`src/rtl/tls_pkg.sv`:
```
// Shared lamp encodings, fault codes and lamp-rule helpers for the traffic-light monitor.
package tls_pkg;

    localparam logic [2:0] L_G = 3'b100;
    localparam logic [2:0] L_Y = 3'b010;
    localparam logic [2:0] L_R = 3'b001;

    typedef enum logic [2:0] {
        F_NONE     = 3'd0,
        F_BAD_ENC  = 3'd1,
        F_CONFLICT = 3'd2,
        F_BAD_SEQ  = 3'd3,
        F_OVERRUN  = 3'd4
    } fault_e;

    function automatic logic lamp_valid(input logic [2:0] lamp);
        return (lamp == L_G) || (lamp == L_Y) || (lamp == L_R);
    endfunction

    // A road may hold its lamp or advance one step around G -> Y -> R -> G.
    function automatic logic legal_step(input logic [2:0] prev, input logic [2:0] cur);
        return (prev == cur) ||
               ((prev == L_G) && (cur == L_Y)) ||
               ((prev == L_Y) && (cur == L_R)) ||
               ((prev == L_R) && (cur == L_G));
    endfunction

endpackage

```
`src/rtl/tls_road_tracker.sv`:
```
// Per-road observer: encoding and phase-order checks plus green-phase length measurement.
module tls_road_tracker
    import tls_pkg::*;
#(
    parameter int CW = 8
) (
    input  logic          clk,
    input  logic          rst,
    input  logic [2:0]    lamp,
    output logic          bad_enc,
    output logic          bad_seq,
    output logic          overrun,
    output logic [CW-1:0] len,
    output logic          len_valid
);

    localparam logic [CW-1:0] CNT_MAX = '1;

    logic [2:0]    prev;
    logic [CW-1:0] cnt;

    // An invalid previous sample gives no reference, so only valid-to-valid steps are judged.
    assign bad_enc = !lamp_valid(lamp);
    assign bad_seq = lamp_valid(lamp) && lamp_valid(prev) && !legal_step(prev, lamp);
    assign overrun = (lamp == L_G) && (cnt == CNT_MAX);

    always_ff @(posedge clk or negedge rst) begin
        if (!rst) begin
            prev      <= L_R;
            cnt       <= '0;
            len       <= '0;
            len_valid <= 1'b0;
        end else begin
            prev      <= lamp;
            len_valid <= 1'b0;
            if (lamp == L_G) begin
                if (prev != L_G)
                    cnt <= CW'(1);
                else if (cnt != CNT_MAX)
                    cnt <= cnt + 1'b1;
            end else begin
                cnt <= '0;
                // Only a proper amber exit counts as a completed green phase.
                if ((lamp == L_Y) && (prev == L_G)) begin
                    len       <= cnt;
                    len_valid <= 1'b1;
                end
            end
        end
    end

endmodule

```
`src/rtl/tls_monitor.sv`:
```
// Passive two-road traffic-light monitor: conflict check, fault priority and sticky fault latch.
module tls_monitor
    import tls_pkg::*;
#(
    parameter int CW = 8
) (
    input  logic          clk,
    input  logic          rst,
    input  logic [2:0]    LA,
    input  logic [2:0]    LB,
    input  logic          clr_fault,
    output logic          fault,
    output logic [2:0]    fault_code,
    output logic [CW-1:0] green_a_len,
    output logic [CW-1:0] green_b_len,
    output logic          len_valid_a,
    output logic          len_valid_b
);

    logic   enc_a, enc_b, seq_a, seq_b, ovr_a, ovr_b;
    logic   conflict;
    fault_e new_code;

    tls_road_tracker #(.CW(CW)) u_road_a (
        .clk       (clk),
        .rst       (rst),
        .lamp      (LA),
        .bad_enc   (enc_a),
        .bad_seq   (seq_a),
        .overrun   (ovr_a),
        .len       (green_a_len),
        .len_valid (len_valid_a)
    );

    tls_road_tracker #(.CW(CW)) u_road_b (
        .clk       (clk),
        .rst       (rst),
        .lamp      (LB),
        .bad_enc   (enc_b),
        .bad_seq   (seq_b),
        .overrun   (ovr_b),
        .len       (green_b_len),
        .len_valid (len_valid_b)
    );

    assign conflict = (LA != L_R) && (LB != L_R);

    always_comb begin
        new_code = F_NONE;
        if (enc_a || enc_b)
            new_code = F_BAD_ENC;
        else if (conflict)
            new_code = F_CONFLICT;
        else if (seq_a || seq_b)
            new_code = F_BAD_SEQ;
        else if (ovr_a || ovr_b)
            new_code = F_OVERRUN;
    end

    // A fresh fault on a clearing edge wins over the clear; otherwise the first fault sticks.
    always_ff @(posedge clk or negedge rst) begin
        if (!rst) begin
            fault      <= 1'b0;
            fault_code <= F_NONE;
        end else if ((new_code != F_NONE) && (!fault || clr_fault)) begin
            fault      <= 1'b1;
            fault_code <= new_code;
        end else if (clr_fault) begin
            fault      <= 1'b0;
            fault_code <= F_NONE;
        end
    end

endmodule

```
`config.mk`:
```
export PLATFORM = sky130hd
export DESIGN_NAME = tls_monitor
export DESIGN_NICKNAME = d
export VERILOG_FILES = /design/src/rtl/tls_pkg.sv /design/src/rtl/tls_road_tracker.sv /design/src/rtl/tls_monitor.sv
export SDC_FILE = /design/constraint.sdc
export NUM_CORES = 1
export LEC_CHECK = 0
export BUFFER_PORTS_ARGS = -buffer_cell sky130_fd_sc_hd__buf_4
export CAP_MARGIN = 30
export CORE_MARGIN = 2
export CORE_UTILIZATION = 40
export CTS_BUF_LIST = sky130_fd_sc_hd__clkbuf_2 sky130_fd_sc_hd__clkbuf_4 sky130_fd_sc_hd__clkbuf_8
export DETAILED_ROUTE_END_ITERATION = 16
export PLACE_DENSITY = 0.58
export SLEW_MARGIN = 20
export SYNTH_ARGS = -nofsm -noshare
export SYNTH_HDL_FRONTEND = slang
export SYNTH_SLANG_ARGS = --single-unit
```
`constraint.sdc`:
```
create_clock -name clk -period 3.4 [get_ports clk]
set_input_delay 0.68 -clock clk [delete_from_list [all_inputs] [get_ports clk]]
set_output_delay 0.68 -clock clk [all_outputs]
set_load 0.03 [all_outputs]
```
; ---- Word-level counts from Yosys, hierarchy flattened
; Index checks and enable logic that the tools add are counted.
[word_totals]
ff_bits = 44
latchBits = 0
mem_bits_rw = 0
romBits = 0
input_bits = 9
output_inout_bits = 22
word_cells = 97
n_memories = 0
[op_classes]
addsub = 2
mul = 0
n_div = 0
order_cmp = 0
eq_ne = 24
shift = 0
mux = 18
bitwise = 2
reduce_logical = 41
[ops]
columns = operator, count
row1 = 8-bit two-way mux, 6
row2 = 1-bit logical OR, 18
row3 = 3-bit two-way mux, 6
row4 = 8-bit by 1-bit adder with 8-bit output (second input constant), 2
row5 = 8-bit == test (second input constant), 2
row6 = 8-bit inequality test (second input constant), 2
row7 = 1-bit logical AND, 14
row8 = 3-bit by 1-bit == test with 1-bit output (second input constant), 4
row9 = 3-bit by 2-bit == test with 1-bit output (second input constant), 4
row10 = 3-bit == test (second input constant), 4
row11 = 3-bit inequality test (second input constant), 4
row12 = 3-bit == test, 2
row13 = 1-bit two-way mux, 6
row14 = 3-bit by 1-bit inequality test with 1-bit output (second input constant), 2
row15 = 1-bit zero test, 5
row16 = 2-bit AND reduction, 2
row17 = 3-bit nonzero test, 1
row18 = 1-bit inverter, 2
row19 = 2-bit nonzero test, 1

; ---- Longest topological paths before layout
[logic_depth]
depth_word = 14
mapped_depth = 7

; ---- Hierarchy
; From an unflattened synthesis, not the netlist that was laid out.
[hier_totals]
hier_cells = 186
area_unflattened_um2 = 2175.8
[by_module_without_submodules]
columns = mod, instances, cells_each, area_each_um2, seq_area_each_um2
row1 = tls_road_tracker, 2, 80, 967.2, 501.7
row2 = tls_monitor, 1, 26, 241.5, 100.1

; ---- Worst setup path after synthesis
; Ideal clock, no wire load.
[synth_timing]
path_kind = input-to-reg
startpoint = in LB[1]
endpoint = reg fault_code[0]
t_arrival_ns = 1.790
required_ns = 3.280
setup_slack_ns = 1.489
cell_stages = 5
path_buffers = 1
path_cell_list = buf_2 > or3b_2 > o22ai_1 > nor4_2 > a41o_1
[synth_between]
elab_chain_len = 14
elab_cells_between_ends = 30
classes_between = eq/ne: 5 / mux: 5 / reduce/logical: 20
[synth_rtl]
columns = element, line_no
row1 = "start, declared", tls_monitor.sv:10  ; input logic [2:0] LB,
row2 = 3-bit by 2-bit == test with 1-bit output, "tls_pkg.sv:17, tls_pkg.sv:23"
row3 = 1-bit logical AND, tls_pkg.sv:23  ; ((prev == L_G) && (cur == L_Y)) ||
row4 = 1-bit logical OR, tls_pkg.sv:22  ; return (prev == cur) ||
row5 = 1-bit logical OR, tls_pkg.sv:23
row6 = 1-bit logical OR, tls_pkg.sv:24  ; ((prev == L_Y) && (cur == L_R)) ||
row7 = 1-bit zero test, tls_road_tracker.sv:24  ; assign bad_seq = lamp_valid(lamp) && lamp_valid(prev) && !legal_step(prev, lamp);
row8 = 1-bit logical AND, tls_road_tracker.sv:24
row9 = 1-bit logical OR, tls_monitor.sv:54  ; else if (seq_a || seq_b)
row10 = 3-bit two-way mux, tls_monitor.sv:54
row11 = 3-bit two-way mux, tls_monitor.sv:52  ; else if (conflict)
row12 = 3-bit two-way mux (*), tls_monitor.sv:50  ; if (enc_a || enc_b)
row13 = 3-bit nonzero test, tls_monitor.sv:65  ; end else if ((new_code != F_NONE) && (!fault || clr_fault)) begin
row14 = 1-bit logical AND, tls_monitor.sv:65
row15 = 3-bit two-way mux / 2-bit nonzero test (equally long branches), --
row16 = "end signal, assigned", tls_monitor.sv:67  ; fault_code <= new_code;
row17 = "end, declared", tls_monitor.sv:13  ; output logic [2:0] fault_code,
; Mark *: on every way between the ends. The rest lies on a longest branch, timed or not.
; A chain may end at the register's enable or synchronous reset.

; ---- Worst setup path in the final report
[layout_timing]
startpoint = reg u_road_a.cnt[0]
endpoint = reg fault_code[0]
[layout_between]
elab_chain_len = 10
elab_cells_between_ends = 11
classes_between = eq/ne: 1 / mux: 5 / reduce/logical: 5
[layout_rtl]
columns = element, line_no
row1 = "start, declared", tls_road_tracker.sv:20  ; logic [CW-1:0] cnt;
row2 = "start signal, assigned", tls_road_tracker.sv:40  ; cnt <= cnt + 1'b1;
row3 = 8-bit == test (*), tls_road_tracker.sv:25  ; assign overrun = (lamp == L_G) && (cnt == CNT_MAX);
row4 = 1-bit logical AND (*), tls_road_tracker.sv:25
row5 = 1-bit logical OR (*), tls_monitor.sv:56  ; else if (ovr_a || ovr_b)
row6 = 3-bit two-way mux (*), tls_monitor.sv:56
row7 = 3-bit two-way mux (*), tls_monitor.sv:54
row8 = 3-bit two-way mux (*), tls_monitor.sv:52
row9 = 3-bit two-way mux (*), tls_monitor.sv:50
row10 = 3-bit nonzero test (*), tls_monitor.sv:65
row11 = 1-bit logical AND (*), tls_monitor.sv:65
row12 = 3-bit two-way mux / 2-bit nonzero test (equally long branches), --
; Marks and branches as above.

==> out/results.txt <==
Via count: 1488
Placeable core region: 5042 sq um
Met1 Track Usage GR: 0.2220
Crit path capture type: flop
Syn-to-layout area delta: 19.32%
Final std cells w/o fill: 299
Share of post-route cells with drive strength above 1: 0.2620
Cell type contributing the most total cell area after synthesis: dfrtp_1
Antenna diodes: 0
First-pass GRT wire length: 6555 um
Leakage dissipation: 1.117 nW
Initial antenna violation count: 0
Portion of synthesized cell area occupied by the leading cell type: 0.5088
Post-DR wirelength/cell: 13.06 um
Crit path max-delay cell type: dfrtp_1
Worst-case headroom to the max-slew limit: 0.6392
Post-synthesis instance area: 2066 sq um
Pin count of the biggest net entering global routing: 45
Sequential fraction of the synthesis area: 0.5342
Die Area: 5756 sq um
Final setup violation count: 0
Sum of negative setup slack: 0 ns
Die W: 75.87 um
Detailed Route WL: 3904 um
Count of cell types in the netlist: 46
Yosys warnings: 0
Crit path DAT: 2.16 ns
CP bufs+invs: 0
Slew of the pin with the lowest slew margin: 0.5412 ns
Syn_area_per_cell: 10.59 sq um
Met2 Resource Use GR: 0.2222
Final min period: 1.972 ns
Final worst setup slack: 1.428 ns
Element type at the critical path start: flop
Via count of the first global-routing pass: 1350
Number of clock buffers inserted by TritonCTS: 5
Max Cap Violations: 0
Power per unit of standard cell area: 411.1 nW/um^2
Area taken by flip-flops and latches: 1104 sq um
Detailed-router iteration count before antenna repair: 4
Fillcell total: 479
I/O pins: 31
Global-route usage over all layers: 0.1542
Fraction of the cycle the final worst path needs: 0.5799
Post-CTS repair timing setup buffer count: 0
Leading cell type by number of instances after synthesis: dfrtp_1
Post-route clock skew: 0.007157 ns
Number of remaining DRC errors: 0
Final hold viol count: 0
CP cell instances: ha_1 > nand4_1 > or2_1 > a2bb2oi_1 > and2_1 > a41o_1
Kind of cell adding the most delay to the critical path: simple AND/OR/NAND/NOR gates
Max Clock Freq: 507.2 MHz
Final number of max-transition violations: 0
Highest fanout seen on the critical path: 6
Path type of the worst setup path: flop to flop
CTS Root Cell: clkbuf_8
Number of nets in the synthesized netlist: 206
Crit-path max cell delay: 0.45 ns
Min-Delay Path Class: input pin to async pin
Synthesized instance count: 195
DIE HEIGHT: 75.87 um
Number of DRC markers after the initial detailed-route iteration: 128
Port Buf Inserts: 30
Most used standard cells in the synthesized netlist: dfrtp_1, nand2_1, nor2_1
Number of gates given a new drive strength after cts: 0
Primary FF master, synth: dfrtp_1
Remaining global-route overflow: 0
Placed cell count: 291
Total Nets Final: 239
Most crowded layer after global routing: met2
Number of rows created at floorplan: 26
Peak supply drop: 193.8 uV
Share of synthesized flip-flops with an asynchronous set or reset: 1.000
Detailed placement HPWL: 2779 um
Antenna violation net count after detailed routing: 0
Setup repair after global routing missed its margin: no
H-tree level count: 2
Util after Layout: 0.4888
Required @ worst endpoint: 3.58 ns
Number of vias per cell: 4.977
Sinks on the clock net: 44
Deepest clock path buffer count: 2
Result of the run: finished, final reports clean
Post-synth EDFFs: 0
Clock input transition at the sequential cells of the worst setup and hold paths: 0.08 ns
RePlAce Congestion: 0.8057
Worst slack at placement: 1.343 ns
Final hold slack: 0.3642 ns
CTS tree: yes
Starting Density: 0.4097
Register bit total from synthesis: 44
Met3 track demand over resource: 0.04365
Combined area of the multi-input logic cells: 922.1 sq um
Hold_buf cts: 0
Clock insertion delay at the later pin of the skew report: 0.29 ns
Dominant cells by area after synthesis: dfrtp_1, nand2_1, mux2_2
==> layout by cell type, fill, tap and decap left out, types with 5 or more instances in the layout <==
cell,netlist,layout
nor3b_1,6,6
nor2_1,17,17
clkbuf_8,0,5
dfrtp_1,42,42
a21oi_1,5,5
nand3_1,12,12
nand2_1,36,36
buf_4,0,30
mux2_2,8,8
==> worst paths after layout <==
kind / to / cells after the start / from / slack, ns
worst min-delay path: u_road_b.len[5] / 1 / rst / 0.36
min in group clk: u_road_b.len[3] / 2 / u_road_b.len[3] / 0.48
worst max-delay path: fault_code[0] / 6 / u_road_a.cnt[0] / 1.43
max in group asynchronous: u_road_a.prev[0] / 1 / rst / 2.65
worst min register to register: u_road_b.len[3] / 2 / u_road_b.len[3] / 0.48
worst max register to register: fault_code[0] / 6 / u_road_a.cnt[0] / 1.43
==> state kept, by name (all words and copies together) (netlist names) <==
register            count
u_road_a.cnt            8
u_road_b.len_valid      1
u_road_a.len            8
u_road_b.len            8
u_road_b.cnt            8
fault                   1
fault_code              3
u_road_a.prev           3
u_road_a.len_valid      1
u_road_b.prev           3
==> worst register-to-register path, stage by stage (launching register included) <==
cell and delay, ns:
dfrtp_1 0.45, ha_1 0.25, nand4_1 0.17, or2_1 0.36, a2bb2oi_1 0.20, and2_1 0.20, a41o_1 0.23
==> cell type report <==
type	count	share of cell area
Clock inverter	3	0.01726
Timing Repair Buffer	30	0.09137
Tap cell	70	0.03553
Inverter	4	0.006091
Multi-Input combinational cell	143	0.3741
Clock buffer	5	0.02792
Sequential cell	44	0.4477
==> stage by stage <==
step                      power [mW]  cell area, sq um
after floorplan               0.5898              2066
after detailed placement      0.6253              2354
after global routing           1.060              2465
after CTS                      1.030              2465
final                          1.013              2465
after global placement        0.6246              2354
==> kinds of logic (layout without fill, tap and decap cells) <==
group | after synthesis | count (layout) | share of synthesized area
AND/OR/NAND/NOR | 98 | 98 | 0.2598
multiplexers | 11 | 11 | 0.05815
XOR/XNOR | 6 | 6 | 0.02544
flip-flops | 44 | 44 | 0.5342
adder cells (fa/ha/maj) | 2 | 2 | 0.01211
AO/OA/AOI/OAI | 26 | 26 | 0.09086
buffers and inverters | 8 | 42 | 0.01938
==> report_power, final <==
part           internal [mW]  leakage [nW]  switching (mW)
logic                 0.0289         0.475          0.0437
clock network          0.217        0.0541           0.182
registers              0.533         0.587         0.00804
total                  0.779          1.12           0.234
==> metal layers <==
metal / up-vias / part of all wire
met3: 2 / 0.044
met5: - / 0
met4: 0 / 0.0069
met2: 28 / 0.46
met1: 697 / 0.49
li1: 761 / -
No activity file was read; power rests on OpenSTA's default activity.
